--- src/rtl/game_screen_ctrl.sv ---
// Game flow screen sequencer: picks the active screen's rgb, decodes select codes, and blanks on every screen change.
// Optional build macro STAGE_TIMER_EN adds a per-stage frame timer that kills the player when it runs out.
module game_screen_ctrl #(
  parameter int BLANK_FRAMES = 2,
  parameter int STAGE_FRAMES = 3600
) (
  input  logic        clk,
  input  logic        rst,
  input  logic [9:0]  x,
  input  logic [9:0]  y,
  input  logic [4:0]  key_pulse,
  input  logic [1:0]  menu_sel,
  input  logic [1:0]  die1_sel,
  input  logic [1:0]  die2_sel,
  input  logic        dead1,
  input  logic        dead2,
  input  logic        clr1,
  input  logic        clr2,
  input  logic [2:0]  rgb_title,
  input  logic [2:0]  rgb_s1,
  input  logic [2:0]  rgb_d1,
  input  logic [2:0]  rgb_s2,
  input  logic [2:0]  rgb_d2,
  input  logic [2:0]  rgb_clr,
  output logic [2:0]  rgb,
  output logic [2:0]  screen,
  output logic [4:0]  key_out,
  output logic        stage_rst,
  output logic [11:0] time_left
);

  typedef enum logic [2:0] {TITLE = 3'd0, S1 = 3'd1, D1 = 3'd2, S2 = 3'd3, D2 = 3'd4, CLR = 3'd5} screen_t;

  localparam logic [3:0] BLANK_INIT = 4'(BLANK_FRAMES);

  screen_t    screen_q, screen_d, target_q, target_d, dest;
  logic       blanking_q, blanking_d;
  logic [3:0] blank_cnt_q, blank_cnt_d;
  logic       stage_rst_q, stage_rst_d;
  logic       origin_q, origin_d;
  logic       at_origin, frame_tick, trig, timer_dead, scr_bad, blank_done;
  logic [2:0] rgb_sel;

  assign at_origin  = (x == 10'd0) && (y == 10'd0);
  assign frame_tick = at_origin && !origin_q;
  assign scr_bad    = (screen_q > CLR);
  assign blank_done = blanking_q && frame_tick && (blank_cnt_q <= 4'd1);

`ifdef STAGE_TIMER_EN
  localparam logic [11:0] TIMER_INIT = 12'(STAGE_FRAMES);
  logic [11:0] timer_q, timer_d;
  logic        in_stage;

  assign in_stage   = (screen_q == S1) || (screen_q == S2);
  assign timer_dead = !blanking_q && in_stage && frame_tick && (timer_q == 12'd1);
  assign time_left  = timer_q;

  always_comb begin
    timer_d = timer_q;
    if (blank_done && ((target_q == S1) || (target_q == S2)))
      timer_d = TIMER_INIT;
    else if (!blanking_q && in_stage && frame_tick && (timer_q != 12'd0))
      timer_d = timer_q - 12'd1;
  end

  always_ff @(posedge clk or posedge rst) begin
    if (rst) timer_q <= TIMER_INIT;
    else     timer_q <= timer_d;
  end
`else
  assign timer_dead = 1'b0;
  assign time_left  = 12'd0;
`endif

  always_comb begin
    trig = 1'b0;
    dest = screen_q;
    if (!blanking_q) begin
      case (screen_q)
        TITLE: if (menu_sel == 2'b00) begin trig = 1'b1; dest = S1; end
        S1: begin
          if (dead1 || timer_dead) begin trig = 1'b1; dest = D1; end
          else if (clr1)           begin trig = 1'b1; dest = S2; end
        end
        D1: begin
          if (die1_sel == 2'b00)      begin trig = 1'b1; dest = S1; end
          else if (die1_sel == 2'b01) begin trig = 1'b1; dest = TITLE; end
        end
        S2: begin
          if (dead2 || timer_dead) begin trig = 1'b1; dest = D2; end
          else if (clr2)           begin trig = 1'b1; dest = CLR; end
        end
        D2: begin
          if (die2_sel == 2'b00)      begin trig = 1'b1; dest = S2; end
          else if (die2_sel == 2'b01) begin trig = 1'b1; dest = TITLE; end
        end
        CLR: if (key_pulse == 5'h1d) begin trig = 1'b1; dest = TITLE; end
        default: ;
      endcase
    end
  end

  always_comb begin
    screen_d    = screen_q;
    target_d    = target_q;
    blanking_d  = blanking_q;
    blank_cnt_d = blank_cnt_q;
    stage_rst_d = stage_rst_q;
    origin_d    = at_origin;
    if (scr_bad) begin
      // Corrupted screen code: recover straight to the title without blanking.
      screen_d    = TITLE;
      blanking_d  = 1'b0;
      blank_cnt_d = 4'd0;
      stage_rst_d = 1'b0;
    end else if (blanking_q) begin
      if (blank_done) begin
        screen_d    = target_q;
        blanking_d  = 1'b0;
        blank_cnt_d = 4'd0;
        stage_rst_d = 1'b0;
      end else if (frame_tick) begin
        blank_cnt_d = blank_cnt_q - 4'd1;
      end
    end else if (trig) begin
      target_d    = dest;
      blanking_d  = 1'b1;
      blank_cnt_d = BLANK_INIT;
      stage_rst_d = 1'b1;
    end
  end

  always_ff @(posedge clk or posedge rst) begin
    if (rst) begin
      screen_q    <= TITLE;
      target_q    <= TITLE;
      blanking_q  <= 1'b0;
      blank_cnt_q <= 4'd0;
      stage_rst_q <= 1'b0;
      origin_q    <= 1'b0;
    end else begin
      screen_q    <= screen_d;
      target_q    <= target_d;
      blanking_q  <= blanking_d;
      blank_cnt_q <= blank_cnt_d;
      stage_rst_q <= stage_rst_d;
      origin_q    <= origin_d;
    end
  end

  always_comb begin
    case (screen_q)
      TITLE:   rgb_sel = rgb_title;
      S1:      rgb_sel = rgb_s1;
      D1:      rgb_sel = rgb_d1;
      S2:      rgb_sel = rgb_s2;
      D2:      rgb_sel = rgb_d2;
      CLR:     rgb_sel = rgb_clr;
      default: rgb_sel = 3'b111;
    endcase
  end

  assign rgb       = (blanking_q && !scr_bad) ? 3'b000 : rgb_sel;
  assign key_out   = blanking_q ? 5'd0 : key_pulse;
  assign screen    = screen_q;
  assign stage_rst = stage_rst_q;

endmodule

--- config.mk ---
export PLATFORM = sky130hd
export DESIGN_NAME = game_screen_ctrl
export DESIGN_NICKNAME = d
export VERILOG_FILES = /design/src/rtl/game_screen_ctrl.sv
export SDC_FILE = /design/constraint.sdc
export NUM_CORES = 1
export LEC_CHECK = 0
export CORE_MARGIN = 8
export CORE_UTILIZATION = 33
export DETAILED_ROUTE_END_ITERATION = 6
export PLACE_DENSITY = 0.76
export SLEW_MARGIN = 20
export SYNTH_ARGS = -nofsm -noshare
export SYNTH_HDL_FRONTEND = slang
export SYNTH_SLANG_ARGS = --single-unit
--- constraint.sdc ---
create_clock -name clk -period 1.9 [get_ports clk]
set_clock_uncertainty 0.2 [all_clocks]
set_input_delay 0.285 -clock clk [delete_from_list [all_inputs] [get_ports clk]]
set_output_delay 0.285 -clock clk [all_outputs]
set_load 0.01 [all_outputs]
# == Word-level counts from Yosys, hierarchy flattened ==
# Cells that the tools add are included.
# totals
output_inout_bits,24
word_cells,83
register_bits,13
inputBits,55
# classes
eq_ne,10
add_sub_neg,1
muxes,42
reduce_logical,20
magnitude_cmp,2
bitwise,2
# ops
operator,count
two-way mux 3 bit,14
case mux 3 bit (6 select lines),2
logical NOT 10 bit,2
two-way mux 4 bit,5
two-way mux 1 bit,19
equality test 3 x 2 -> 1 bit (second input constant),2
equality test 3 bit (second input constant),2
logical NOT 2 bit,3
case mux 1 bit (6 select lines),1
AND reduction 2 bit,3
equality test 5 bit (second input constant),1
logical AND 1 bit,5
two-way mux 5 bit,1
equality test 2 x 1 -> 1 bit (second input constant),2
less-or-equal comparator 4 x 1 -> 1 bit (second input constant),1
inequality test 4 x 1 -> 1 bit (second input constant),1
nonzero test 2 bit,2
subtractor 4 x 1 -> 4 bit (second input constant),1
equality test 3 x 1 -> 1 bit (second input constant),1
> comparator 3 bit (second input constant),1
logical NOT 3 bit,1
inequality test 3 x 1 -> 1 bit (second input constant),1
AND reduction 3 bit,1
nonzero test 3 bit,1
2 further kinds,4

# == Depth between registers and ports, before layout ==
# Gate-level depths: netlist of the first run.
# logic_depth
depth_word,8
mapped_depth,6
mapped_depth_nobuf,6

# == Worst setup path before layout of the first run ==
# OpenSTA, ideal clock, no wires.
# synth_timing
path_type,register -> register
startpoint,register screen_q[0] (netlist: screen[0])
endpoint,register blank_cnt_q[2]
required_ps,1576
setup_slack_ps,-323
path_stages_with_launch,7
setup_time_ps,124
arrival_ps,1899
period_less_slack_ps,2223
path_buffers,1
path_cell_list,dfrtp_1 buf_2 or3b_1 o31a_1 or2_2 a32o_1 a211o_2
# synth_via
elab_chain_cells,5
word_cells_on_any_way,13
classes_between,order compare (1); eq/ne (6); mux (3); reduce/logical (3)
# synth_rtl
item,line,rtl
start: declaration,36,"screen_t screen_q, screen_d, target_q, target_d, dest;"
start signal: assignment,142,screen_q <= screen_d;
equality test 3 bit (tied with other cells),79,case (screen_q)
case mux 1 bit (6 select lines),79,
two-way mux 1 bit,78,if (!blanking_q) begin
nonzero test 3 bit (no line),--,
AND reduction 2 bit (no line),--,
end signal: assignment,145,blank_cnt_q <= blank_cnt_d;
end: declaration,38,"logic [3:0] blank_cnt_q, blank_cnt_d;"
# Several ways; a longest one is shown, not always the timed one.
# A chain may end at the register's enable or synchronous reset.

# == Worst setup path after layout of the first run ==
# layout_timing
startpoint,register screen_q[0] (netlist: screen[0])
endpoint,register blank_cnt_q[3]
# The elaborated chain is that of the path after synthesis.

==> reports/qor.txt, run 1 <==
Yosys reg bits = 13
share of post-route cells with drive strength above 1 = 35.6%
warning count from the yosys run = 0
Post-Syn Area per Cell = 8.04 um^2
final hold viol count = 0
Pwr Total = 0.735 mW
Final Setup Violations = 12
vias in the first global route = 1583
post-DR wirelength/cell = 16.0 um
final setup margin = -292 ps
Top FF cell, synth = dfrtp_1
# rows = 22
Synth async-reset ratio = 100%
drt first pass iters = 4
IO Port Bufs = 66
CP Cell Sequence = buf_6 > or4_4 > nor2_4 > nor4b_2 > a32o_2 > buf_4 > a21o_2
combinational cell fraction of total power = 25.1%
# DRC = 0
Diodes inserted = 0
count of cell types in the netlist = 50
unrepaired setup endpoints after global routing = true
CP max stage delay = 540 ps
count leader, synth = nor2_1
area leader, netlist = dfrtp_1
largest cells by area after synthesis = dfrtp_1, buf_4, mux2i_1, nor2_1, nor2b_1
Die W = 77.7 um
CP Capture Point = blank_cnt_q[3]
DRT antenna net count = 0
# hold bufs at CTS = 0
Placeable Area = 0.00366 mm^2
number of synthesized flops with an enable pin = 0
CP arrival = 2130 ps
crit path from = screen[0]
initial detailed-routing violation count = 65
routed wire length = 5090 um
CP max-delay cell = or4_4
Leak Pwr = 1.11 nW
die area = 0.00603 mm^2
MaxCap Viol Count = 0
clk root buf = clkbuf_8
CTS Buffer Depth = 2
clock buffer count from CTS = 3
post-synth top area share = 25.9%
cells after synthesis = 156
cell-internal power = 0.557 mW
clock slew seen by the registers of the worst setup and hold paths = 60 ps
failing checks = setup timing
Sw Share = 24.3%
CTS H-tree lvls = 1
Clk pwr share = 34.9%
DR vias = 1602
net switching power = 0.178 mW
R2R depth = 7
CP Class = register to register
Achievable Freq = 456 MHz
CTS tree = built
largest net degree at the start of global routing = 14
Final Max Slew Viols = 0
Cell Pwr Density = 297 mW/mm^2
GRT Total Usage = 15.1%
most frequent cells after synthesis = nor2_1, dfrtp_1, buf_4
chip height = 77.7 um
synthesized area = 0.00125 mm^2
Sequential Power Share = 40.0%
HPWL after DPL = 3730 um
maximum net fanout on the critical path = 5
Reg-to-Reg Start = screen[0]
Final nets = 328
clock sinks = 13
grt ovf = 0
endpoint required time on the critical path = 1840 ps
I/O pin total = 79
clock latency on the worst-skew pair = 250 ps
Tightest Pin Transition = 537 ps
status = complete, but fails checks
synth-to-layout area growth = 97.1%
first-pass GRT wire length = 7630 um
CP endpoint kind = register
Starting Density = 34.3%
fin crit share = 115%
DP Worst Slack = -670 ps
antenna violations before repair = 0
gp weighted congestion = 0.812
Critical Path Source Type = register
drt via density = 5.04
Crit Reg-Reg Endpoint = blank_cnt_q[3]
minimum clock period = 2190 ps
HP Class = primary input to async pin
R2R Setup Slk = -290 ps
Seq/Total Area, Yosys = 25.9%
slew margin rel. = 64.2%
Max VDD drop = 0.320 mV
-- layer usage --
layer	up-vias	global-route usage (%)	routed length, um
li1	786	-	-
met1	748	19.1	2220
met2	63	24.8	2500
met3	5	4.03	332
met4	0	3.40	40
met5	-	0	0
-- sequential cells by signal, indices dropped and copies added, names as in the netlist --
signal / count
blanking_q: 1
blank_cnt_q: 4
target_q: 3
origin_q: 1
stage_rst: 1
screen: 3
-- worst min path at each step --
stage / start / to / slack, ps / depth (start not counted)
finish: rst / screen[0] / 180 / 2
global placement: target_q[1] / target_q[1] / 300 / 1
detailed placement: target_q[1] / target_q[1] / 310 / 1
global route: rst / blank_cnt_q[0] / 210 / 2
CTS: rst / stage_rst / 190 / 2
floorplan: rst / blank_cnt_q[0] / -40 / 1
-- worst max-delay path: cells and delay by family (launching register included) --
kind	cells	cell delay (ps)
flip-flops	1	400
buffers and inverters	2	280
AO/OA/AOI/OAI	2	460
AND/OR/NAND/NOR	3	750
-- stage by stage --
| step | std cells | hold WS, ps | cell area [um^2] | setup TNS (ps) | util (%) |
|---|---|---|---|---|---|
| after floorplan | 167 | -38.0 | 1330 | -1130 | - |
| after global placement | 300 | 297 | 2220 | -6610 | 60.5 |
| after detailed placement | 300 | 308 | 2220 | -7200 | 60.5 |
| after CTS | 311 | 193 | 2370 | -2090 | 64.7 |
| after global routing | 318 | 206 | 2470 | -2900 | 67.6 |
| final | 318 | 175 | 2470 | -2270 | 67.6 |
-- logic make-up after synthesis --
group / after synthesis / synth area share [%]
mux: 9 / 8.28
fa+ha+maj: 2 / 1.99
flops: 13 / 25.9
other cells: 1 / 0.299
compound gates: 39 / 22.5
buf+inv: 30 / 12.7
simple gates: 62 / 28.3
-- cell usage in the layout, fill, tap and decap left out, types with 4 or more instances in the layout --
master and n:
buf_4 41, clkdlybuf4s50_1 36, dlygate4sd2_1 17, nor2_1 13
buf_6 13, conb_1 12, nand2_1 10, dfrtp_1 10
inv_1 8, clkdlybuf4s15_1 8, nor2b_1 7, mux2i_1 6
o21ai_1 4, o211ai_1 4, o21ai_0 4
-- area by class of cell --
class | count | area (um^2)
clock buffer | 4 | 45.0
fill | 302 | 1190
inverter | 9 | 33.8
multi-input combinational | 124 | 937
sequential | 13 | 329
tap | 48 | 60.1
timing repair buffer | 120 | 1070
-- power groups by stage --
| stage | combinational [mW] | sequential [mW] | clock (mW) |
|---|---|---|---|
| final | 0.185 | 0.294 | 0.257 |
| after global routing | 0.200 | 0.295 | 0.276 |
| after CTS | 0.181 | 0.293 | 0.257 |
| after detailed placement | 0.186 | 0.298 | 0 |
| after global placement | 0.182 | 0.297 | 0 |
| after floorplan | 0.0628 | 0.299 | 0 |
-- what timing repair did --
| action | 4_1_cts | 5_1_grt |
|---|---|---|
| endpoints found under the setup margin | 22 | 16 |
| buffers inserted | 7 | 7 |
| resized for setup | 67 | 25 |
| pin swaps | 22 | 15 |
(Power assumes the default switching activity.)
==> run 2: changes to the inputs <==
--- a/config.mk
+++ b/config.mk
@@ -5,7 +5,7 @@
 export SDC_FILE = /design/constraint.sdc
 export NUM_CORES = 1
 export LEC_CHECK = 0
-export CORE_MARGIN = 8
+export CORE_MARGIN = 1
 export CORE_UTILIZATION = 33
 export DETAILED_ROUTE_END_ITERATION = 6
 export PLACE_DENSITY = 0.76
==> run 2 against run 1 <==
Against the previous run: the flow still finishes with violations (setup timing); clock power up 2%; sequential power about the same; critical path depth down 1; total power up 1.0%; first-iteration DRC count down 42%; via count down 0.75%; core utilization down 1.3 points; register-to-register slack about the same; worst setup slack better by 1.2 ps; design area down 1.9%; non-clock buffer count down 5; largest power group unchanged.
==> reports/qor.txt, run 2 (same netlist as run 1, synthesis figures left out) <==
vias in the first global route = 1595
initial detailed-routing violation count = 38
CP Capture Point = blank_cnt_q[2]
I/O pin total = 79
CTS tree = built
clk root buf = clkbuf_8
Starting Density = 34.3%
Final Setup Violations = 11
CTS H-tree lvls = 1
# rows = 22
HPWL after DPL = 3000 um
Reg-to-Reg Start = screen[0]
first-pass GRT wire length = 6890 um
drt via density = 5.08
met3 Use GR = 3.80%
grt ovf = 0
DP Worst Slack = -664 ps
R2R depth = 6
maximum net fanout on the critical path = 5
IO Port Bufs = 66
gr busiest metal = met2
multi-input logic area = 942 um^2
Crit Reg-Reg Endpoint = blank_cnt_q[2]
CTS Buffer Depth = 2
Post-Route Setup TNS = -2110 ps
die area = 0.00405 mm^2
# DRC = 0
slew margin rel. = 66.6%
largest net degree at the start of global routing = 14
Achievable Freq = 457 MHz
MaxCap Viol Count = 0
clock sinks = 13
Area after DPL = 0.00220 mm^2
Critical Path Source Type = register
Tightest Pin Transition = 501 ps
gp weighted congestion = 0.817
DR vias = 1590
status = complete, but fails checks
GR Util met1 = 26.3%
commonest non-fill, non-tap cells in the layout = buf_4, clkdlybuf4s50_1, dlygate4sd2_1
drt first pass iters = 4
R2R Setup Slk = -290 ps
clock latency on the worst-skew pair = 250 ps
routed wire length = 4290 um
Cell Pwr Density = 306 mW/mm^2
final hold viol count = 0
CP endpoint kind = register
number of flip-flops in the largest register = 4
Die W = 63.7 um
design area = 0.00243 mm^2
endpoint required time on the critical path = 1840 ps
DRT antenna net count = 0
Leak Pwr = 1.10 nW
met2 usage = 36.4%
Placeable Area = 0.00366 mm^2
Diodes inserted = 0
chip height = 63.7 um
Reg with most FFs = blank_cnt_q
synth-to-layout area growth = 93.3%
Max VDD drop = 0.296 mV
HP Class = primary input to async pin
share of post-route cells with drive strength above 1 = 34.3%
failing checks = setup timing
final setup margin = -290 ps
fin crit share = 115%
CP Class = register to register
minimum clock period = 2190 ps
clock slew seen by the registers of the worst setup and hold paths = 60 ps
crit path from = screen[0]
GRT Total Usage = 21.6%
clock buffer count from CTS = 3
number of fill cells in the layout = 315
CP arrival = 2130 ps
commonest non-fill, non-tap cell in the layout = buf_4
Final nets = 323
unrepaired setup endpoints after global routing = true
antenna violations before repair = 0
post-DR wirelength/cell = 13.7 um
Final Max Slew Viols = 0
register area = 329 um^2
run 2: report_power, final:
part,switching (mW),total [mW],internal (mW)
sequential,0.00756,0.294,0.287
clock,0.113,0.262,0.149
combinational,0.0625,0.186,0.123
run 2: metal layers:
layer | routed length (um) | vias up
met5 | 0 | -
met4 | 90 | 0
met3 | 289 | 9
li1 | - | 775
met1 | 1860 | 745
met2 | 2050 | 61
run 2: final cells by class:
type	instances	share of cell area (%)
clock buffer	4	1.86
inverter	9	1.39
multi-input combinational	124	38.8
sequential	13	13.6
tap	48	2.48
timing repair buffer	115	41.9
run 2: worst min-delay path by stage:
stage                     slack (ps)         from        endpoint  cells after the start
final                            150          rst  blank_cnt_q[0]                      2
after global routing             200         y[2]        origin_q                      4
after CTS                        170          rst  blank_cnt_q[0]                      2
after detailed placement         310  target_q[1]     target_q[1]                      1
after global placement           300  target_q[1]     target_q[1]                      1
after floorplan                  -40          rst  blank_cnt_q[0]                      1
run 2: what timing repair did:
| action | CTS | global route |
|---|---|---|
| setup buffers | 8 | 3 |
| pin swaps | 24 | 5 |
| hold buffers | 0 | 0 |
| endpoints found under the setup margin | 23 | 16 |
| resized for setup | 69 | 17 |
run 2: worst max-delay path, stage by stage, from the launching register on:
cell and delay (ps):
dfrtp_2 440, buf_6 130, or3b_1 330, o31a_1 130, or2_4 250, a32o_2 270
a211o_2 330
run 2: metrics by stage:
step / hold WS [ps] / total power [mW] / util [%] / instances
after floorplan: -38.0 / 0.362 / - / 167
after global placement: 301 / 0.482 / 60.1 / 298
after detailed placement: 309 / 0.483 / 60.1 / 298
after CTS: 166 / 0.743 / 64.1 / 310
after global routing: 197 / 0.775 / 66.3 / 313
final: 151 / 0.742 / 66.3 / 313
